**src/rtl/pwm_capture.sv**
```systemverilog
`default_nettype none
// +----------------------------------------------------------------------------+
// | Module      : pwm_capture                                                  |
// | Description : Measures an incoming PWM waveform. Reports the period in     |
// |               clk cycles and the duty in integer percent (0..100), using   |
// |               the same WIDTH-bit period / 7-bit duty format that the PWM   |
// |               generator accepts.                                           |
// | Option      : PWM_CAPTURE_DEGLITCH_EN - when defined, a 3-sample majority  |
// |               filter follows the synchronizer and rejects pulses shorter   |
// |               than 2 cycles (adds 2 cycles of pin-to-edge latency).        |
// | Ports       : clk      - system clock                                      |
// |               rst      - asynchronous active-high reset                    |
// |               pwm_in   - asynchronous PWM input                            |
// |               sel      - 1: rd_data = period, 0: rd_data = duty            |
// |               ovr_clr  - synchronous clear of the overrun flag             |
// |               rd_data  - result register read mux                          |
// |               valid    - 1-cycle pulse when a new result is stored         |
// |               busy     - high while the duty divider runs                  |
// |               overrun  - sticky, a sample was dropped                      |
// | Revision    : 1.0 - initial release                                        |
// +----------------------------------------------------------------------------+
module pwm_capture #(
  parameter int WIDTH       = 12,
  parameter int SYNC_STAGES = 2
) (
  input  logic             clk,
  input  logic             rst,
  input  logic             pwm_in,
  input  logic             sel,
  input  logic             ovr_clr,
  output logic [WIDTH-1:0] rd_data,
  output logic             valid,
  output logic             busy,
  output logic             overrun
);

  // Numerator hi*100 needs 7 extra bits (100 < 2^7).
  localparam int NUM_W = WIDTH + 7;

  localparam logic [WIDTH-1:0] c_cnt_max   = {WIDTH{1'b1}};
  localparam logic [WIDTH-1:0] c_cnt_one   = {{(WIDTH-1){1'b0}}, 1'b1};
  localparam logic [NUM_W-1:0] c_hundred   = NUM_W'(100);
  localparam logic [6:0]       c_duty_full = 7'd100;
  localparam logic [2:0]       c_div_last  = 3'd6;

  typedef enum logic [1:0] {
    S_IDLE    = 2'd0,
    S_MEASURE = 2'd1,
    S_DIVIDE  = 2'd2
  } state_t;

  // --------------------------------------------------------------------------
  // Input synchronizer
  // --------------------------------------------------------------------------
  logic [SYNC_STAGES-1:0] sync_q, sync_d;
  logic                   sync_bit;
  logic                   sig;

  assign sync_d   = {sync_q[SYNC_STAGES-2:0], pwm_in};
  assign sync_bit = sync_q[SYNC_STAGES-1];

`ifdef PWM_CAPTURE_DEGLITCH_EN
  // Majority of the current and two previous synchronized samples: a single
  // cycle that disagrees with both neighbours never reaches the edge detector.
  logic [1:0] hist_q, hist_d;
  logic       filt_q, filt_d;

  always_comb begin
    hist_d = {hist_q[0], sync_bit};
    filt_d = (sync_bit & hist_q[0]) | (sync_bit & hist_q[1]) | (hist_q[0] & hist_q[1]);
  end

  always_ff @(posedge clk or posedge rst) begin
    if (rst) begin
      hist_q <= 2'b00;
      filt_q <= 1'b0;
    end else begin
      hist_q <= hist_d;
      filt_q <= filt_d;
    end
  end

  assign sig = filt_q;
`else
  assign sig = sync_bit;
`endif

  // --------------------------------------------------------------------------
  // Registered edge detector. prev_q is the input level aligned with rise_q,
  // so it is the level used for high-time counting.
  // --------------------------------------------------------------------------
  logic prev_q, prev_d;
  logic rise_q, rise_d;
  logic level;

  assign prev_d = sig;
  assign rise_d = sig & ~prev_q;
  assign level  = prev_q;

  // --------------------------------------------------------------------------
  // Measurement / divide datapath
  // --------------------------------------------------------------------------
  state_t           state_q, state_d;
  logic [WIDTH-1:0] per_cnt_q, per_cnt_d;
  logic [WIDTH-1:0] hi_cnt_q, hi_cnt_d;
  logic [WIDTH-1:0] div_per_q, div_per_d;
  logic [NUM_W-1:0] div_rem_q, div_rem_d;
  logic [NUM_W-1:0] div_dvs_q, div_dvs_d;
  logic [6:0]       div_quo_q, div_quo_d;
  logic [2:0]       div_it_q, div_it_d;
  logic [WIDTH-1:0] period_q, period_d;
  logic [6:0]       duty_q, duty_d;
  logic             valid_q, valid_d;
  logic             overrun_q, overrun_d;

  logic [WIDTH-1:0] sample_per;
  logic [WIDTH-1:0] sample_hi;
  logic             div_ge;
  logic             ovr_set;

  // The rise cycle itself belongs to the period that just ended, hence +1
  // (and +level for the high count); both saturate like the counters.
  assign sample_per = (per_cnt_q == c_cnt_max) ? c_cnt_max : per_cnt_q + c_cnt_one;
  assign sample_hi  = (hi_cnt_q == c_cnt_max) ? c_cnt_max
                                               : hi_cnt_q + {{(WIDTH-1){1'b0}}, level};

  // Restoring divide with a pre-shifted divisor: the divisor starts at per<<6
  // and shifts right each step, producing one quotient bit MSB first. Since
  // hi <= per, hi*100 < per*128 and 7 quotient bits always suffice.
  assign div_ge = (div_rem_q >= div_dvs_q);

  always_comb begin
    state_d   = state_q;
    per_cnt_d = per_cnt_q;
    hi_cnt_d  = hi_cnt_q;
    div_per_d = div_per_q;
    div_rem_d = div_rem_q;
    div_dvs_d = div_dvs_q;
    div_quo_d = div_quo_q;
    div_it_d  = div_it_q;
    period_d  = period_q;
    duty_d    = duty_q;
    valid_d   = 1'b0;
    ovr_set   = 1'b0;

    // Counters run in MEASURE and keep running through DIVIDE so the next
    // period is measured without a gap.
    if (state_q != S_IDLE) begin
      if (per_cnt_q != c_cnt_max) per_cnt_d = per_cnt_q + c_cnt_one;
      if (level && (hi_cnt_q != c_cnt_max)) hi_cnt_d = hi_cnt_q + c_cnt_one;
    end

    case (state_q)
      S_IDLE: begin
        if (rise_q) begin
          per_cnt_d = '0;
          hi_cnt_d  = '0;
          state_d   = S_MEASURE;
        end
      end

      S_MEASURE: begin
        if (rise_q) begin
          per_cnt_d = '0;
          hi_cnt_d  = '0;
          div_per_d = sample_per;
          div_rem_d = NUM_W'(sample_hi) * c_hundred;
          div_dvs_d = {1'b0, sample_per, 6'b000000};
          div_quo_d = 7'd0;
          div_it_d  = 3'd0;
          state_d   = S_DIVIDE;
        end else if (per_cnt_q == c_cnt_max) begin
          // No edge for a full counter range: report a stuck level.
          period_d = '0;
          duty_d   = level ? c_duty_full : 7'd0;
          valid_d  = 1'b1;
          state_d  = S_IDLE;
        end
      end

      S_DIVIDE: begin
        if (rise_q) begin
          // The divider is still busy with the previous sample; this one is
          // lost, but the next period still starts counting from this edge.
          per_cnt_d = '0;
          hi_cnt_d  = '0;
          ovr_set   = 1'b1;
        end
        if (div_ge) div_rem_d = div_rem_q - div_dvs_q;
        div_dvs_d = div_dvs_q >> 1;
        div_quo_d = {div_quo_q[5:0], div_ge};
        div_it_d  = div_it_q + 3'd1;
        if (div_it_q == c_div_last) begin
          period_d = div_per_q;
          duty_d   = {div_quo_q[5:0], div_ge};
          valid_d  = 1'b1;
          state_d  = S_MEASURE;
        end
      end

      default: state_d = S_IDLE;
    endcase

    // A new overrun event takes priority over a simultaneous clear.
    if (ovr_set)      overrun_d = 1'b1;
    else if (ovr_clr) overrun_d = 1'b0;
    else              overrun_d = overrun_q;
  end

  always_ff @(posedge clk or posedge rst) begin
    if (rst) begin
      sync_q    <= '0;
      prev_q    <= 1'b0;
      rise_q    <= 1'b0;
      state_q   <= S_IDLE;
      per_cnt_q <= '0;
      hi_cnt_q  <= '0;
      div_per_q <= '0;
      div_rem_q <= '0;
      div_dvs_q <= '0;
      div_quo_q <= 7'd0;
      div_it_q  <= 3'd0;
      period_q  <= '0;
      duty_q    <= 7'd0;
      valid_q   <= 1'b0;
      overrun_q <= 1'b0;
    end else begin
      sync_q    <= sync_d;
      prev_q    <= prev_d;
      rise_q    <= rise_d;
      state_q   <= state_d;
      per_cnt_q <= per_cnt_d;
      hi_cnt_q  <= hi_cnt_d;
      div_per_q <= div_per_d;
      div_rem_q <= div_rem_d;
      div_dvs_q <= div_dvs_d;
      div_quo_q <= div_quo_d;
      div_it_q  <= div_it_d;
      period_q  <= period_d;
      duty_q    <= duty_d;
      valid_q   <= valid_d;
      overrun_q <= overrun_d;
    end
  end

  // --------------------------------------------------------------------------
  // Outputs. Result registers only change together with valid, so rd_data is
  // never seen half-updated.
  // --------------------------------------------------------------------------
  assign rd_data = sel ? period_q : {{(WIDTH-7){1'b0}}, duty_q};
  assign valid   = valid_q;
  assign busy    = (state_q == S_DIVIDE);
  assign overrun = overrun_q;

endmodule
`default_nettype wire

```
**config.mk**
```make
export PLATFORM = sky130hd
export DESIGN_NAME = pwm_capture
export DESIGN_NICKNAME = d
export VERILOG_FILES = /design/src/rtl/pwm_capture.sv
export SDC_FILE = /design/constraint.sdc
export NUM_CORES = 1
export LEC_CHECK = 0
export ABC_AREA = 0
export BUFFER_PORTS_ARGS = -buffer_cell sky130_fd_sc_hd__buf_2
export CORE_UTILIZATION = 40
export DETAILED_ROUTE_END_ITERATION = 16
export GPL_ROUTABILITY_DRIVEN = 0
export GPL_TIMING_DRIVEN = 0
export HOLD_SLACK_MARGIN = 0.03
export PLACE_DENSITY_LB_ADDON = 0.1
export SYNTH_ARGS = -nofsm -noshare
export SYNTH_HDL_FRONTEND = slang
export SYNTH_SLANG_ARGS = --single-unit
```
**constraint.sdc**
```tcl
create_clock -name clk -period 4.2 [get_ports clk]
set_input_delay 0.42 -clock clk [delete_from_list [all_inputs] [get_ports clk]]
set_output_delay 0.42 -clock clk [all_outputs]
set_load 0.1 [all_outputs]
```
## After elaboration in Yosys (flattened, before gate mapping)

Cells that the tools add are included.

- Reduce and logical (&&, ||, !) cells: 11
- Multipliers: 1
- Order comparisons: 1
- Shift-type cells: 0
- Bitwise gates (word level): 2
- Div/mod/pow operators: 0
- Multiplexer cells: 42
- Add/sub/neg operators: 5
- Equal/unequal tests: 14

Operators with widths:

| kind | number |
|---|---|
| 12-bit 2-to-1 mux | 14 |
| 19-bit one-hot mux with 2 select lines | 2 |
| 19-bit 2-to-1 mux | 3 |
| 7-bit 2-to-1 mux | 4 |
| 12-bit by 1-bit adder with 12-bit output, second input constant | 2 |
| 12-bit == test, second input constant | 2 |
| 12-bit inequality test, second input constant | 2 |
| 12-bit one-hot mux with 2 select lines | 1 |
| 19-bit >= comparator | 1 |
| 19-bit subtractor | 1 |
| 12-bit by 5-bit multiplier with 17-bit output, second input constant | 1 |
| 7-bit one-hot mux with 2 select lines | 1 |
| 12-bit by 1-bit adder with 12-bit output | 1 |
| 6-bit one-hot mux with 2 select lines | 1 |
| 2-bit 2-to-1 mux | 4 |
| 2-bit inequality test, second input constant | 4 |
| 1-bit 2-to-1 mux | 7 |
| 6-bit 2-to-1 mux | 1 |
| 2-bit one-hot mux with 3 select lines | 1 |
| 3-bit one-hot mux with 2 select lines | 1 |
| 3-bit AND reduction | 2 |
| 2-bit nonzero test | 3 |
| 2-bit by 1-bit inequality test with 1-bit output, second input constant | 2 |
| 2-bit AND reduction | 2 |
| other kinds (13) | 13 |

- Memories kept: 0
- Word-level logic and storage cells: 91
- Memory bits (writable): 0
- Bits in read-only memories: 0
- Output and inout port bits: 15
- Input port bits: 5
- Flip-flop bits (word level): 110
- Latch bits: 0

## Longest topological paths before layout

- Depth in word-level cells: 6
- Gate-level depth with buffers: 19
- Mapped depth without buffers: 19

## Least setup slack after synthesis

No wires, ideal clock.

- Path kind: register -> register
- Start: register hi_cnt_q[0]
- End: register div_rem_q[13]
- Required time: 4.067 ns
- Setup time: 0.133 ns
- Path buffers: 1
- Clock period less this slack: 4.363 ns
- Path slack: -0.163 ns
- Arrival: 4.231 ns
- Stages on the path, launching flop included: 19
- Cell sequence: dfrtp_1 -> ha_1 -> and3_1 -> nand4_1 -> clkbuf_1 -> o21ai_0 -> ha_1 -> ha_1 -> inv_1 -> fa_1 -> inv_1 -> ha_1 -> and3_1 -> a221o_1 -> o21ai_0 -> a21boi_0 -> or3_1 -> nand3_1 -> a31oi_1

- Longest elaborated chain between the ends: 5
- Elaborated cells between the ends (all ways): 6
- Classes of those cells: 1 x add/sub; 1 x mul; 1 x eq/ne; 3 x mux

RTL lines:

| what | RTL line | text |
|---|---|---|
| start: declaration | 105 | `logic [WIDTH-1:0] hi_cnt_q, hi_cnt_d;` |
| start signal: assignment | 233 | `hi_cnt_q <= hi_cnt_d;` |
| 12-bit by 1-bit adder with 12-bit output / 12-bit == test (equally long branches) | 125, 124 |  |
| 12-bit 2-to-1 mux * | 124 | `assign sample_hi = (hi_cnt_q == c_cnt_max) ? c_cnt_max` |
| 12-bit by 5-bit multiplier with 17-bit output * | 167 | `div_rem_d = NUM_W'(sample_hi) * c_hundred;` |
| 19-bit 2-to-1 mux * | 163 | `if (rise_q) begin` |
| 19-bit one-hot mux with 2 select lines * | 153 | `case (state_q)` |
| end signal: assignment | 235 | `div_rem_q <= div_rem_d;` |
| end: declaration | 107 | `logic [NUM_W-1:0] div_rem_q, div_rem_d;` |

Mark *: on every way between the ends. The rest lies on a longest branch, timed or not. The select of a mux whose other input is x is not followed.
A chain may end at the register's enable or synchronous reset.

## Worst setup path in the final report

- Start: register hi_cnt_q[0]
- End: register div_rem_q[15]

Same word-level chain as after synthesis.

==> flow_summary.yaml <==
layout:
  final_util_pct: 49.68
  finalNetCount: 929
  drive_above_1_share_pct: 20.31
  syn_to_final_growth_pct: 21.04
  diodes: 0
power_and_ir_drop:
  leakagePower_nw: 3.950
  total_power_mw: 4.965
  peakVddDrop_mv: 0.2891
  power_density_nw_per_um2: 575.8
drt:
  drc: 0
  drt_pre_antenna_iters: 5
  wl_mm: 18.89
  drtAntennaViolNets: 0
  num_vias: 5880
  routedWlPerCell_um: 17.54
  drtIter0Drc: 339
  viasPerCell: 5.460
yosys:
  synth_seq_cells: 109
  synth_area_um2: 7124
  yosysUniqueCellTypes: 58
  synth_top_area_share_pct: 38.29
  synthCells: 778
  seq_area_frac_synth_pct: 38.29
  synth-edff-count: 0
  synthFlopType: "dfrtp_1"
  syn_area_per_cell_um2: 9.157
  yosysWarnings: 0
  yosys.area.top_type: "dfrtp_1"
  synth_area_leaders: "dfrtp_1 (38%), ha_1 (12%), nand2_1 (4.3%)"
  synthArstFlopShare_pct: 100.0
  synthesis.nets: 860
sta:
  maxSlewHeadroom_pct: 43.32
  hold-worst-slack_ns: 0.1640
  finalClockSkew_ns: 0.01148
  worstMarginPinSlew_ns: 0.8502
  layout_setup_ws_ns: 0.01922
  finalSetupViolations: 0
  drv_slew: 0
  fin_crit_sh_pct: 99.54
  rsz0062_at_grt: "true"
  final-hold-violation-count: 0
  post-route-min-period_ns: 4.181
  clock.fmax_mhz: 239.2
clocking:
  clkTransAtPathRegs_ns: 0.08
  cts_tree: "yes"
  clk_latency_ns: 0.36
  cts_buffers: 9
  htreeDepth: 3
  clock_path_buffers: 2
  clkSinkCount: 109
  cts_root_buf: "clkbuf_16"
hold_path:
  min_path_cells: 1
  min_to: "sync_q[0]"
  min_path_type: "in2reg"
  hold_path_startpoint: "pwm_in"
global_routing:
  grt-ovfl-total: 0
  grt_pass1_vias: 5852
  grt_first_pass_wirelength_mm: 30.43
  antenna_found_initial: 0
  grt_usage_pct: 21.62
  grt_max_degree: 67
critical_path:
  cp_data_arrival_time_ns: 4.42
  critical_path.endpoint_type: "register"
  reg2regPathDepth: 18
  cp-start-kind: "register"
  reg2reg_to: "div_rem_q[15]"
  crit_fanout: 5
  timing.rr.start: "hi_cnt_q[0]"
  rrSetupSlack_ns: 0.02
  criticalPathCategory: "reg2reg"
  critPathRequiredTime_ns: 4.44
flow_run:
  drv_cap: 0
floorplan:
  dieWidth_um: 135.5
  rows: 48
  die_h_um: 135.5
  top_level_ports: 20
  coreArea_um2: 17360
  die-area_um2: 18350
  initial_core_util_pct: 41.05
placement:
  port_buffers: 19
  place_worst_setup_slack_ns: -0.6721
  dp_hpwl_mm: 13.61
run_status:
  outcome: "finished, final reports clean"
[worst max-delay path by stage]
| stage | start | to | slack (ns) | depth (start not counted) |
|---|---|---|---|---|
| after global placement | hi_cnt_q[0] | div_rem_q[15] | -0.61 | 18 |
| after floorplan | hi_cnt_q[2] | div_rem_q[18] | 0.03 | 18 |
| after detailed placement | hi_cnt_q[2] | div_rem_q[15] | -0.67 | 16 |
| after global routing | hi_cnt_q[0] | div_rem_q[13] | -0.11 | 18 |
| after CTS | hi_cnt_q[0] | div_rem_q[16] | 0.005 | 18 |
| final | hi_cnt_q[0] | div_rem_q[15] | 0.02 | 18 |
[Yosys cell counts (all sizes together) (8+ instances only)]
cell type / instances
dfrtp: 109
nand2: 82
nor2: 73
ha: 69
o21ai: 55
a21oi: 53
inv: 53
xor2: 29
clkbuf: 24
a22o: 23
nand3: 23
xnor2: 18
mux2: 16
mux2i: 13
a31oi: 11
and2: 11
and3: 11
nor3: 10
buf: 8
fa: 8
nand4: 8
o211ai: 8
o22ai: 8
[registers in the layout (all words and copies together), names as in the netlist]
signal / flops
rise_q: 1
duty_q: 7
div_rem_q: 19
div_it_q: 3
per_cnt_q: 12
sync_q: 2
valid: 1
state_q: 2
div_dvs_q: 18
level: 1
hi_cnt_q: 12
div_quo_q: 6
div_per_q: 12
overrun: 1
period_q: 12
[kinds of logic after synthesis]
logic type | Yosys count | synth area share, %
mux | 29 | 4.355
buf+inv | 85 | 4.795
flops | 109 | 38.29
simple gates | 239 | 15.56
fa+ha+maj | 77 | 14.37
compound gates | 192 | 16.86
xor+xnor | 47 | 5.778
[layout by cell type (no fill, tap or decap), types with 7 or more instances in the layout]
master	instances
a31oi_1	11
nor2_1	72
nand2_1	79
xnor2_1	14
dfrtp_1	104
buf_4	41
nor3_1	9
clkbuf_1	20
nand4_1	8
and3_1	7
inv_1	46
o211ai_1	8
buf_2	22
mux2_2	15
xor2_1	27
a21oi_1	49
o21ai_0	48
nand3_1	17
fa_1	7
ha_1	52
clkbuf_16	9
ha_4	17
and2_1	10
mux2i_1	13
a22o_1	23
[per-layer routing]
metal	up-vias	global-route usage [%]	part of all wire, %	wire [um]
li1	2873	-	-	-
met1	2854	29.09	47	8911
met2	129	35.70	47	8959
met3	24	2.656	3.2	610
met4	0	7.678	2.2	409
met5	-	0	0	0
[repair_timing]
item / in CTS / in global routing
resized for setup: 65 / 33
setup buffers: 38 / 7
gates cloned: 1 / 0
endpoints found under the setup margin: 8 / 15
pin swaps: 25 / 34
hold buffers: 0 / 0
[through the flow]
step / area, um2 / std cells / TNS (ns)
5_1_grt: 8623 / 1077 / -0.4485
2_1_floorplan: 7126 / 778 / 0
4_1_cts: 8444 / 1074 / 0
6_report: 8623 / 1077 / 0
3_3_place_gp: 7502 / 1022 / -54.76
3_5_place_dp: 7532 / 1023 / -3.171
[power breakdown]
part | switching [mW] | internal [mW]
Combinational | 1.65 | 1.02
Sequential | 0.163 | 1.28
Clock | 0.437 | 0.417
[area by class of cell]
type / instances / area, um2
Inverter: 53 / 201.4
Fill cell: 1594 / 8733
Tap cell: 225 / 281.5
Timing Repair Buffer: 61 / 436.7
Clock buffer: 9 / 225.2
Clock inverter: 7 / 67.56
Sequential cell: 109 / 2734
Buffer: 29 / 142.6
Multi-Input combinational cell: 584 / 4534
[critical path, cell delays in order, from the launching register on]
cell and delay [ns]:
dfrtp_2 0.45, ha_4 0.16, and3_4 0.19, nand4_1 0.21, buf_8 0.23, o21ai_4 0.11, ha_4 0.25, ha_4 0.26
inv_2 0.03, fa_1 0.50, inv_2 0.05, ha_4 0.25, and3_4 0.14, a221o_1 0.37, o21ai_4 0.21, a22oi_2 0.11
xnor2_2 0.17, mux2i_1 0.10, mux2_4 0.28
No activity file was read; power rests on OpenSTA's default activity.
